`src/rtl/inpfifo_drain_sched_pkg.sv`:
```
// Shared types and constants for the inpfifo drain scheduler.
// Provides frame tags, channel index width and the FSM state type.
package inpfifo_pkg;

   localparam logic [7:0] HDR_TAG = 8'hA5;
   localparam logic [3:0] TRL_TAG = 4'hE;
   localparam int         CH_W    = 4;

   typedef enum logic [1:0] {
      IDLE,
      HDR,
      DATA,
      TRL
   } state_t;

endpackage

```
`src/rtl/inpfifo_drain_sched_if.sv`:
```
// Packet output stream: 16-bit data with valid/ready handshake.
// master drives out_data/out_valid and samples out_ready.
interface inpfifo_drain_sched_if;

   logic [15:0] out_data;
   logic        out_valid;
   logic        out_ready;

   modport master (
      output out_data,
      output out_valid,
      input  out_ready
   );

   modport slave (
      input  out_data,
      input  out_valid,
      output out_ready
   );

endinterface

```
`src/rtl/inpfifo_drain_sched_rr_arbiter.sv`:
```
// Combinational round-robin pick of the first request at or after ptr.
// Ports: req (per channel), ptr (start index) -> gnt (one-hot), gnt_idx.
module rr_arbiter
   import inpfifo_pkg::*;
#(
   parameter int NCH = 4
) (
   input  logic [NCH-1:0]  req,
   input  logic [CH_W-1:0] ptr,
   output logic [NCH-1:0]  gnt,
   output logic [CH_W-1:0] gnt_idx
);

   localparam logic [CH_W:0] NCH_W = (CH_W+1)'(NCH);

   logic [2*NCH-1:0] req2;
   logic [NCH-1:0]   rot;
   logic [CH_W-1:0]  first;
   logic [CH_W:0]    sum;
   logic             found;

   // Rotate so that ptr sits at bit 0, then take the lowest set bit.
   always_comb begin
      req2  = {req, req} >> ptr;
      rot   = req2[NCH-1:0];
      first = '0;
      found = 1'b0;
      for (int i = NCH - 1; i >= 0; i--) begin
         if (rot[i]) begin
            found = 1'b1;
            first = CH_W'(i);
         end
      end
      sum = {1'b0, ptr} + {1'b0, first};
      if (sum >= NCH_W) begin
         sum = sum - NCH_W;
      end
      gnt_idx = sum[CH_W-1:0];
      gnt     = found ? (NCH'(1) << gnt_idx) : '0;
   end

endmodule

```
`src/rtl/inpfifo_drain_sched.sv`:
```
// Round-robin drain of NCH channel FIFOs into framed packets (hdr/data/trl).
// Ports: clk, rst, en, fifo_empty/full/Q, fifo_rd, out_if, ovf_sticky, ovf_clr, busy.
module inpfifo_drain_sched
   import inpfifo_pkg::*;
#(
   parameter int NCH   = 4,
   parameter int BURST = 128
) (
   input  logic                 clk,
   input  logic                 rst,
   input  logic                 en,
   input  logic [NCH-1:0]       fifo_empty,
   input  logic [NCH-1:0]       fifo_full,
   input  logic [16*NCH-1:0]    fifo_Q,
   output logic [NCH-1:0]       fifo_rd,
   inpfifo_drain_sched_if.master out_if,
   output logic [NCH-1:0]       ovf_sticky,
   input  logic                 ovf_clr,
   output logic                 busy
);

   localparam logic [7:0]    BURST_W = 8'(BURST);
   localparam logic [CH_W:0] NCH_W   = (CH_W+1)'(NCH);

   state_t          state, state_nxt;
   logic [CH_W-1:0] ptr, ch, gnt_idx;
   logic [NCH-1:0]  ch_oh, gnt, ovf_nxt;
   logic [7:0]      words;
   logic            hdr_ovf;
   logic [15:0]     s0, s1, q_ch, head;
   logic [1:0]      cnt;
   logic            inflight;
   logic            empty_ch, skid_valid, rd;
   logic            pop, pop_skid, push;
   logic [2:0]      occ;
   logic [CH_W:0]   ch_inc;

   rr_arbiter #(.NCH(NCH)) u_arb (
      .req     (~fifo_empty),
      .ptr     (ptr),
      .gnt     (gnt),
      .gnt_idx (gnt_idx)
   );

   always_comb begin
      q_ch = '0;
      for (int k = 0; k < NCH; k++) begin
         if (ch_oh[k]) begin
            q_ch = fifo_Q[16*k +: 16];
         end
      end
   end

   assign ovf_nxt    = (ovf_sticky & ~{NCH{ovf_clr}}) | fifo_full;
   assign empty_ch   = |(fifo_empty & ch_oh);
   // An in-flight word is shown straight from fifo_Q, so an empty skid
   // does not cost a bubble; it is captured only if not taken at once.
   assign skid_valid = (cnt != 2'd0) || inflight;
   assign head       = (cnt != 2'd0) ? s0 : q_ch;
   assign occ        = {1'b0, cnt} + {2'b00, inflight};
   assign rd         = (state == DATA) && !empty_ch &&
                       (words < BURST_W) && (occ < 3'd2);
   assign fifo_rd    = rd ? ch_oh : '0;
   assign busy       = (state != IDLE);
   assign pop        = out_if.out_valid && out_if.out_ready && skid_valid &&
                       ((state == DATA) || (state == TRL));
   assign pop_skid   = pop && (cnt != 2'd0);
   assign push       = inflight && !(pop && (cnt == 2'd0));
   assign ch_inc     = {1'b0, ch} + (CH_W+1)'(1);

   always_comb begin
      state_nxt        = state;
      out_if.out_valid = 1'b0;
      out_if.out_data  = '0;
      unique case (state)
         IDLE: begin
            if (en && (gnt != '0)) begin
               state_nxt = HDR;
            end
         end
         HDR: begin
            out_if.out_valid = 1'b1;
            out_if.out_data  = {HDR_TAG, hdr_ovf, 3'b000, ch};
            if (out_if.out_ready) begin
               state_nxt = DATA;
            end
         end
         DATA: begin
            out_if.out_valid = skid_valid;
            out_if.out_data  = skid_valid ? head : '0;
            if (((words == BURST_W) || empty_ch) && !inflight) begin
               state_nxt = TRL;
            end
         end
         TRL: begin
            out_if.out_valid = 1'b1;
            out_if.out_data  = skid_valid ? head : {TRL_TAG, ch, words};
            if (out_if.out_ready && !skid_valid) begin
               state_nxt = IDLE;
            end
         end
         default: state_nxt = IDLE;
      endcase
   end

   always_ff @(posedge clk or posedge rst) begin
      if (rst) begin
         state      <= IDLE;
         ptr        <= '0;
         ch         <= '0;
         ch_oh      <= '0;
         words      <= '0;
         hdr_ovf    <= 1'b0;
         s0         <= '0;
         s1         <= '0;
         cnt        <= '0;
         inflight   <= 1'b0;
         ovf_sticky <= '0;
      end else begin
         state      <= state_nxt;
         inflight   <= rd;
         ovf_sticky <= ovf_nxt;
         if ((state == IDLE) && (state_nxt == HDR)) begin
            ch      <= gnt_idx;
            ch_oh   <= gnt;
            hdr_ovf <= |(ovf_nxt & gnt);
            words   <= '0;
         end else if (rd) begin
            words <= words + 8'd1;
         end
         if ((state == TRL) && (state_nxt == IDLE)) begin
            ptr <= (ch_inc == NCH_W) ? '0 : ch_inc[CH_W-1:0];
         end
         unique case ({pop_skid, push})
            2'b10: begin
               s0  <= s1;
               cnt <= cnt - 2'd1;
            end
            2'b01: begin
               if (cnt == 2'd0) s0 <= q_ch;
               else             s1 <= q_ch;
               cnt <= cnt + 2'd1;
            end
            2'b11: begin
               if (cnt == 2'd1) begin
                  s0 <= q_ch;
               end else begin
                  s0 <= s1;
                  s1 <= q_ch;
               end
            end
            default: ;
         endcase
      end
   end

endmodule

```
`src/flat_wrapper.sv`:
```
// flat-port wrapper written by rule: the top's interface ports become plain ports
module inpfifo_drain_sched_flat import inpfifo_pkg::*;
#(
   parameter int NCH   = 4,
   parameter int BURST = 128
)
  (clk, rst, en, fifo_empty, fifo_full, fifo_Q, fifo_rd, ovf_sticky, ovf_clr, busy, out_if_out_data, out_if_out_valid, out_if_out_ready);
  inpfifo_drain_sched_if out_if_i ();
  input  logic clk;
  input  logic rst;
  input  logic en;
  input  logic [NCH-1:0] fifo_empty;
  input  logic [NCH-1:0] fifo_full;
  input  logic [16*NCH-1:0] fifo_Q;
  output logic [NCH-1:0] fifo_rd;
  output logic [NCH-1:0] ovf_sticky;
  input  logic ovf_clr;
  output logic busy;
  output wire logic [$bits(out_if_i.out_data)-1:0] out_if_out_data;
  output wire logic [$bits(out_if_i.out_valid)-1:0] out_if_out_valid;
  input wire logic [$bits(out_if_i.out_ready)-1:0] out_if_out_ready;
  assign out_if_out_data = out_if_i.out_data;
  assign out_if_out_valid = out_if_i.out_valid;
  assign out_if_i.out_ready = out_if_out_ready;
  inpfifo_drain_sched #(.NCH(NCH), .BURST(BURST)) u_core (.clk(clk), .rst(rst), .en(en), .fifo_empty(fifo_empty), .fifo_full(fifo_full), .fifo_Q(fifo_Q), .fifo_rd(fifo_rd), .out_if(out_if_i), .ovf_sticky(ovf_sticky), .ovf_clr(ovf_clr), .busy(busy));
endmodule
```
`config.mk`:
```
export PLATFORM = sky130hd
export DESIGN_NAME = inpfifo_drain_sched_flat
export DESIGN_NICKNAME = d
export VERILOG_FILES = /design/src/rtl/inpfifo_drain_sched_pkg.sv /design/src/rtl/inpfifo_drain_sched_if.sv /design/src/rtl/inpfifo_drain_sched_rr_arbiter.sv /design/src/rtl/inpfifo_drain_sched.sv /design/src/flat_wrapper.sv
export SDC_FILE = /design/constraint.sdc
export NUM_CORES = 1
export LEC_CHECK = 0
export CORE_MARGIN = 2
export CORE_UTILIZATION = 53
export DETAILED_ROUTE_END_ITERATION = 6
export GPL_ROUTABILITY_DRIVEN = 0
export PLACE_DENSITY = 0.86
export SETUP_SLACK_MARGIN = 0.05
export SKIP_CTS_REPAIR_TIMING = 1
export SYNTH_ARGS = -nofsm -noshare
export SYNTH_HDL_FRONTEND = slang
export SYNTH_SLANG_ARGS = --single-unit
```
`constraint.sdc`:
```
create_clock -name clk -period 5.7 [get_ports clk]
set_input_delay 1.425 -clock clk [delete_from_list [all_inputs] [get_ports clk]]
set_output_delay 1.425 -clock clk [all_outputs]
set_load 0.05 [all_outputs]
```
==> results of run 1 <==
[per-layer routing]
| layer | global-route usage, % | share of wire [%] | vias up |
|---|---|---|---|
| li1 | - | - | 1783 |
| met1 | 37.1 | 41 | 1878 |
| met2 | 47.2 | 49 | 231 |
| met3 | 6.76 | 7.9 | 32 |
| met4 | 11.2 | 2.7 | 0 |
| met5 | 0 | 0 | - |
[worst max-delay path, cell delays in order]
cell and delay (ns):
clkdlybuf4s50_1 0.51, a22oi_1 0.23, and4_1 0.53, and2_1 0.20, clkdlybuf4s50_1 0.80
[cell type report]
type	count	area [um^2]	share of cell area, %
Tap cell	99	124	2.40
Sequential cell	62	1550	30.0
Clock inverter	4	70.1	1.36
Multi-Input combinational cell	325	2140	41.4
Clock buffer	12	145	2.81
Inverter	24	90.1	1.74
Timing Repair Buffer	106	1050	20.3
[report_power, final]
part / total, W / leakage, nW / switching [W] / internal [W]
Combinational: 0.00183 / 1.31 / 0.00114 / 0.000698
Clock: 0.000423 / 0.110 / 0.000166 / 0.000257
Sequential: 0.000787 / 0.778 / 0.000186 / 0.000601
Total: 0.00304 / 2.20 / 0.00149 / 0.00156
[per-stage QoR]
stage	power (W)	area, um^2
after floorplan	0.00207	3950
after global placement	0.00253	4950
after detailed placement	0.00259	4950
after CTS	0.00302	5170
after global routing	0.00321	5170
final	0.00304	5170
[logic make-up (layout without fill, tap and decap cells)]
group	Yosys count	in the layout	share of synthesized area (%)
compound gates	145	145	25.3
simple gates	139	139	16.9
flops	62	62	39.3
buf+inv	55	146	6.62
mux	19	19	5.67
fa+ha+maj	11	11	3.67
xor+xnor	11	11	2.63
[placed cells by master, fill, tap and decap left out, drive strengths merged, types with 10 or more instances in the layout]
master	n
a21oi	30
a221oi	19
a22oi	13
clkbuf	12
clkdlybuf4s50	102
dfrtp	62
ha	10
inv	24
mux2	17
nand2	48
nor2	39
o21ai	33
o22ai	17
[worst max path at each step]
stage / to / startpoint / slack [ns]
final: fifo_rd[1] / fifo_empty[1] / 0.58
after floorplan: out_if_out_data[0] / fifo_Q[32] / 1.38
after detailed placement: u_core.hdr_ovf / fifo_empty[1] / 0.54
after global placement: fifo_rd[1] / fifo_empty[1] / 0.65
after CTS: fifo_rd[2] / fifo_empty[2] / 0.58
after global routing: fifo_rd[1] / fifo_empty[1] / 0.45
[flip-flops by register name (all words and copies together) (netlist names)]
| signal | flops |
|---|---|
| u_core.cnt | 2 |
| u_core.s0 | 16 |
| u_core.s1 | 16 |
| u_core.ch_oh | 4 |
| u_core.ch | 4 |
| u_core.ovf_sticky | 4 |
| u_core.hdr_ovf | 1 |
| u_core.state | 2 |
| u_core.words | 8 |
| u_core.ptr | 4 |
| u_core.inflight | 1 |
==> results.yml, run 1 <==
run_status:
  status: "completed"
die:
  io_pins: 103
  die_h_um: 90.3
  dieArea_um2: 8160
  row_count: 31
  core_region_area_um2: 7250
  start_util_pct: 54.5
  die_width_um: 90.3
yosys:
  ys_seq_area_share_pct: 39.3
  yosysTopAreaCell: "dfrtp_1"
  synth_edf_count: 0
  synth_area_leaders: "dfrtp_1 (39%), mux2_2 (4.6%), nand2_1 (4.5%), a221oi_1 (4.2%), o21ai_0 (4.1%)"
  synthCells: 442
  netlist_area_um2: 3950
  synthFlopType: "dfrtp_1"
  synth.avg_cell_area_um2: 8.94
  yosysTopAreaCellShare_pct: 39.3
  synth_fp_nets: 530
  yosys.cell_count.top_type: "dfrtp_1"
  yosysWarnings: 0
  ys_ff_latch: 62
  synth_common_cells: "dfrtp_1 (62), nand2_1 (47), nor2_1 (39)"
  synth.distinct_cells: 55
  async_flop_share_pct: 100
setup_path:
  critPathKind: "in2out"
  start_kind: "input pin"
  end_kind: "output port"
  reg2reg_depth: 14
  path_max_fanout: 13
  worstPathRequired_ns: 4.28
  regToRegStartpoint: "u_core.ptr[0]"
  r2r_slack_ns: 1.89
  r2r_end: "u_core.hdr_ovf"
  arrival_ns: 3.70
global_routing:
  grt_max_degree: 63
  antenna_found_initial: 0
  overflow: 0
  grt_usage_pct: 28.8
  grt_pass1_wl_um: 18900
  grt_pass1_vias: 3841
finish:
  fill_cells: 526
  layoutNonFillerInstCount: 632
  utilization_pct: 71.3
  diodes: 0
  syn_to_final_growth_pct: 30.8
  drive_above_1_share_pct: 8.82
  nNetsFinal: 616
drt:
  routed_wl_um: 11800
  drt_pass1_iterations: 5
  vias: 3924
  vias_per_cell: 6.21
  drc: 0
  drt-wirelength-per-cell_um: 18.6
  ant_nets: 0
  drt_iter0_markers: 436
cts:
  clock_path_buffers: 2
  cts_root_buf: "clkbuf_8"
  h-tree-depth: 3
  path_clk_slew_ns: 0.06
  cts_made_buffers: 9
  cts.sinks: 62
  clk_latency_ns: 0.35
  cts_tree: "built"
power:
  ir_drop_v: 0.000361
  power_leakage_nw: 2.20
  power_density_nw_per_um2: 589
timing:
  min_period_ns: 5.12
  max_freq_mhz: 195
  setup_viol: 0
  fin_crit_sh_pct: 89.9
  timing_hold_violations_final: 0
  slew_viol_final: 0
  fin_skew_ns: 0.00911
  relSlewSlack_pct: 32.1
  worst_hold_slack_ns: 0.494
  rsz0062_at_grt: "no"
  tns_ns: 0
  layout_setup_ws_ns: 0.578
  tightest_slew_ns: 1.01
placement:
  dpl.hpwl_um: 8370
  dp_cells: 616
  dp_slack_ns: 0.544
  port_buffers: 102
worst_hold_path:
  min_from: "u_core.s0[12]"
  hold_path_end: "u_core.s0[12]"
  hp-class: "reg2reg"
  holdPathStages: 2
run:
  drv_cap: 0
Note: power is estimated with default switching activity, not from simulation.
==> inputs of run 2 (changes only) <==
--- a/config.mk
+++ b/config.mk
@@ -9,6 +9,7 @@
 export CORE_UTILIZATION = 53
 export DETAILED_ROUTE_END_ITERATION = 6
 export GPL_ROUTABILITY_DRIVEN = 0
+export MAX_ROUTING_LAYER = met4
 export PLACE_DENSITY = 0.86
 export SETUP_SLACK_MARGIN = 0.05
 export SKIP_CTS_REPAIR_TIMING = 1
==> run 2 against run 1 <==
Clock skew increased by 0.00052 ns. First-iteration DRC count fell by 14%. Worst setup slack better by 0.014 ns. Register-to-register slack about the same. Clock power is essentially flat. Final cell count is the same. Global-route usage increased by 0.92 points. Sequential share of layout area unchanged. Via count shrank 0.79%. Critical path type unchanged. Largest power group unchanged. Highest routed layer unchanged.
==> results.yml, run 2 (synthesized netlist as in run 1, its figures left out) <==
run_status:
  status: "completed"
power:
  power_leakage_nw: 2.20
  ir_drop_v: 0.000363
  finalPower_w: 0.00304
  power_density_nw_per_um2: 589
timing:
  fin_skew_ns: 0.00963
  rsz0062_at_grt: "no"
  slew_viol_final: 0
  setup_viol: 0
  worst_hold_slack_ns: 0.494
  max_freq_mhz: 196
  min_period_ns: 5.11
  fin_crit_sh_pct: 89.6
  tightest_slew_ns: 1.01
  tns_ns: 0
  timing_hold_violations_final: 0
  relSlewSlack_pct: 32.1
cts:
  path_clk_slew_ns: 0.06
  cts_root_buf: "clkbuf_8"
  cts.sinks: 62
  cts_tree: "built"
  clock_path_buffers: 2
  cts_made_buffers: 9
  h-tree-depth: 3
  clk_latency_ns: 0.35
die:
  die_h_um: 90.3
  die_width_um: 90.3
  dieArea_um2: 8160
  io_pins: 103
  core_region_area_um2: 7250
  row_count: 31
  start_util_pct: 54.5
setup_path:
  path_max_fanout: 13
  critPathKind: "in2out"
  cpMaxStageDelayCell: "clkdlybuf4s50_1"
  max_stage_delay_ns: 0.80
  crit_chain: "clkdlybuf4s50_1 > a22oi_1 > and4_1 > and2_1 > clkdlybuf4s50_1"
  worstPathRequired_ns: 4.28
  critPathMostFrequentCell: "clkdlybuf4s50_1"
  end_kind: "output port"
  reg2reg_depth: 14
  start_kind: "input pin"
  arrival_ns: 3.68
finish:
  drive_above_1_share_pct: 8.82
  layoutNonFillerInstCount: 632
  diodes: 0
  reg_top3: "u_core.s0 x16, u_core.s1 x16, u_core.words x8"
  syn_to_final_growth_pct: 30.8
  mostFrequentLayoutCell: "clkdlybuf4s50_1"
  nNetsFinal: 616
  fill_cells: 526
  final_cell_mix: "clkdlybuf4s50_1 (102), dfrtp_1 (62), nand2_1 (47)"
drt:
  vias: 3893
  drt-wirelength-per-cell_um: 18.6
  drt_iter0_markers: 373
  vias_per_cell: 6.16
  routed_wl_um: 11700
  drt_pass1_iterations: 5
  ant_nets: 0
  drc: 0
global_routing:
  grt_usage_pct: 29.7
  overflow: 0
  grt_max_degree: 63
  grt_pass1_vias: 3836
  antenna_found_initial: 0
  grt_pass1_wl_um: 18900
placement:
  dp_cells: 616
  dpl.hpwl_um: 8370
  port_buffers: 102
worst_hold_path:
  holdPathStages: 2
  hp-class: "reg2reg"
run:
  drv_cap: 0
run 2: report_power, final:
part	total [W]	internal [W]	switching, W
combinational	0.00183	0.000698	0.00113
sequential	0.000787	0.000601	0.000186
clock	0.000425	0.000257	0.000168
run 2: final timing paths:
check                         startpoint             end  slack [ns]
min reg2reg                u_core.s0[12]   u_core.s0[12]        0.49
max                        fifo_empty[1]      fifo_rd[1]        0.59
min                        u_core.s0[12]   u_core.s0[12]        0.49
min in group asynchronous            rst    u_core.s1[6]        1.62
max in group asynchronous            rst    u_core.s1[0]        3.57
max reg2reg                u_core.ptr[0]  u_core.hdr_ovf        1.89
run 2: final cells by class:
cell class / count / area [um^2] / area share, %
multi-input cells: 325 / 2140 / 41.4
flip-flops and latches: 62 / 1550 / 30.0
repair buffers: 106 / 1050 / 20.3
clock buffers: 12 / 145 / 2.81
well taps: 99 / 124 / 2.40
inverters: 24 / 90.1 / 1.74
clock inverters: 4 / 70.1 / 1.36
run 2: metrics by stage:
| stage | instance area (um^2) | worst slack [ns] | util [%] |
|---|---|---|---|
| 3_5_place_dp | 4950 | 0.544 | 68.3 |
| 4_1_cts | 5170 | 0.579 | 71.3 |
| 2_1_floorplan | 3950 | 1.38 | - |
| 3_3_place_gp | 4950 | 0.647 | 68.3 |
| 5_1_grt | 5170 | 0.448 | 71.3 |
| 6_report | 5170 | 0.592 | 71.3 |
run 2: worst max-delay path, delay by kind of cell:
family / cells / cell delay (ns)
AND/OR/NAND/NOR: 2 / 0.72
buffers and inverters: 2 / 1.30
AO/OA/AOI/OAI: 1 / 0.23
run 2: routing by layer:
layer | vias to the layer above | global-route usage (%) | share of wire [%] | routed length (um)
met2 | 217 | 47.0 | 49 | 5760
met3 | 30 | 7.51 | 7.9 | 933
met1 | 1863 | 37.2 | 40 | 4720
met4 | 0 | 10.8 | 2.8 | 325
li1 | 1783 | - | - | -
met5 | - | - | 0 | 0
==> inputs of run 3 (changes only) <==
--- a/config.mk
+++ b/config.mk
@@ -6,11 +6,10 @@
 export NUM_CORES = 1
 export LEC_CHECK = 0
 export CORE_MARGIN = 2
-export CORE_UTILIZATION = 53
+export CORE_UTILIZATION = 40
 export DETAILED_ROUTE_END_ITERATION = 6
 export GPL_ROUTABILITY_DRIVEN = 0
-export MAX_ROUTING_LAYER = met4
-export PLACE_DENSITY = 0.86
+export PLACE_DENSITY = 0.68
 export SETUP_SLACK_MARGIN = 0.05
 export SKIP_CTS_REPAIR_TIMING = 1
 export SYNTH_ARGS = -nofsm -noshare
==> run 3 against run 2 <==
Final area grew 0.82%. Core utilization fell by 17 points. Die area rose by 31%. Combinational power hardly changed. Clock power about the same. Clock skew grew 0.00052 ns. Non-clock buffer count did not move. Fmax grew 2.2%. Sequential power is 2% higher. Sequential share of layout area decreased by 0.24 points. Critical path depth stayed put. Critical path type unchanged. Critical endpoint is now fifo_rd[3]. Largest cell class unchanged. Largest power group unchanged. Highest routed layer unchanged.
==> results.yml, run 3 (synthesized netlist as in run 1, its figures left out) <==
setup_path:
  cpMaxStageDelayCell: "clkdlybuf4s50_1"
  reg2reg_depth: 14
  crit_start: "fifo_empty[1]"
  arrival_ns: 3.57
  worstPathRequired_ns: 4.28
  r2r_slack_ns: 1.96
  r2r_end: "u_core.hdr_ovf"
  cp-endpoint: "fifo_rd[3]"
  regToRegStartpoint: "u_core.ptr[0]"
  critPathKind: "in2out"
  critPathMostFrequentCell: "clkdlybuf4s50_1"
  max_stage_delay_ns: 0.81
  end_kind: "output port"
  path_max_fanout: 6
  start_kind: "input pin"
  crit_chain: "clkdlybuf4s50_1 > a22oi_1 > and4_1 > and2_1 > clkdlybuf4s50_1"
global_routing:
  grt.busiest_layer: "met2"
  grt_util_met2_pct: 35.3
  grt_max_degree: 63
  grt_use_met3_pct: 3.09
  overflow: 0
  antenna_found_initial: 0
  grt_usage_pct: 21.8
  met1_usage_pct: 30.2
  grt_pass1_wl_um: 18000
  grt_pass1_vias: 3531
drt:
  routed_wl_um: 11500
  drt_iter0_markers: 184
  drc: 0
  ant_nets: 0
  drt-wirelength-per-cell_um: 17.2
  drt_pass1_iterations: 7
  vias_per_cell: 5.58
  vias: 3719
timing:
  setup_viol: 0
  tns_ns: 0
  max_freq_mhz: 200
  rsz0062_at_grt: "no"
  relSlewSlack_pct: 34.8
  worst_hold_slack_ns: 0.491
  fin_crit_sh_pct: 87.7
  fin_skew_ns: 0.0102
  tightest_slew_ns: 0.974
  min_period_ns: 5.00
  layout_setup_ws_ns: 0.702
  timing_hold_violations_final: 0
  slew_viol_final: 0
finish:
  fill_cells: 867
  syn_to_final_growth_pct: 31.9
  nNetsFinal: 616
  final_cell_mix: "clkdlybuf4s50_1 (102), dfrtp_1 (62), nand2_1 (47)"
  drive_above_1_share_pct: 8.82
  reg_top3: "u_core.s0 x16, u_core.s1 x16, u_core.words x8"
  diodes: 0
  mostFrequentLayoutCell: "clkdlybuf4s50_1"
  utilization_pct: 53.8
power:
  finalPower_w: 0.00303
  sw_frac_of_total_pct: 48.6
  power_leakage_nw: 2.20
  p_seq_share_pct: 26.4
  switchingPower_w: 0.00147
  ir_drop_v: 0.000354
  power.share.combinational_pct: 59.5
  power_density_nw_per_um2: 582
  p_clk_share_pct: 14.1
  p_int_w: 0.00156
cts:
  path_clk_slew_ns: 0.07
  cts_root_buf: "clkbuf_8"
  cts.sinks: 62
  cts_made_buffers: 9
  cts_tree: "built"
  clock_path_buffers: 2
  h-tree-depth: 3
  clk_latency_ns: 0.34
worst_hold_path:
  hp-class: "reg2reg"
die:
  io_pins: 103
  start_util_pct: 40.8
  row_count: 36
  dieArea_um2: 10700
  die_width_um: 103
  core_region_area_um2: 9680
  die_h_um: 103
run:
  drv_cap: 0
placement:
  dpl.hpwl_um: 8220
  port_buffers: 102
  dp_slack_ns: 0.559
run_status:
  status: "completed"
==> run 3: cell counts in the layout (fill, tap and decap cells not counted) <==
Identical to the previous run, type by type.
==> run 3: metrics by stage <==
step,cells,area [um^2]
2_1_floorplan,442,3950
3_3_place_gp,650,5000
3_5_place_dp,650,5000
4_1_cts,666,5210
5_1_grt,666,5210
6_report,666,5210
==> run 3: area by class of cell <==
cell class	instances	area [um^2]	area share, %
clock buffers	12	145	2.78
flip-flops and latches	62	1550	29.8
multi-input cells	325	2140	41.0
repair buffers	106	1050	20.2
clock inverters	4	70.1	1.34
well taps	133	166	3.19
inverters	24	90.1	1.73
==> run 3: layer usage <==
metal  vias to the layer above  share of wire (%)
met5                         -                  0
met4                         0                1.8
met3                        14                5.7
met2                       125                 49
met1                      1801                 44
li1                       1779                  -
==> run 3: worst min path at each step <==
stage                 start            to  slack [ns]  cells past startpoint
2_1_floorplan  u_core.s1[0]  u_core.s1[0]        0.45                      2
3_3_place_gp   u_core.s1[3]  u_core.s1[3]        0.46                      2
3_5_place_dp   u_core.s1[1]  u_core.s1[1]        0.48                      2
4_1_cts        u_core.s1[1]  u_core.s1[1]        0.49                      2
5_1_grt        u_core.s1[1]  u_core.s1[1]        0.51                      2
6_report       u_core.s0[8]  u_core.s0[8]        0.49                      2
==> run 3: critical path: cells and delay by family <==
family                 cells  cell delay [ns]
AND/OR/NAND/NOR            2             0.53
AO/OA/AOI/OAI              1             0.32
buffers and inverters      2             1.31
==> run 3: power groups by stage <==
| stage | registers [W] | logic (W) | clock network, W |
|---|---|---|---|
| 4_1_cts | 0.000795 | 0.00181 | 0.000433 |
| 3_5_place_dp | 0.000802 | 0.00180 | 0 |
| 6_report | 0.000801 | 0.00180 | 0.000428 |
| 2_1_floorplan | 0.000694 | 0.00138 | 0 |
| 5_1_grt | 0.000823 | 0.00196 | 0.000454 |
| 3_3_place_gp | 0.000795 | 0.00177 | 0 |
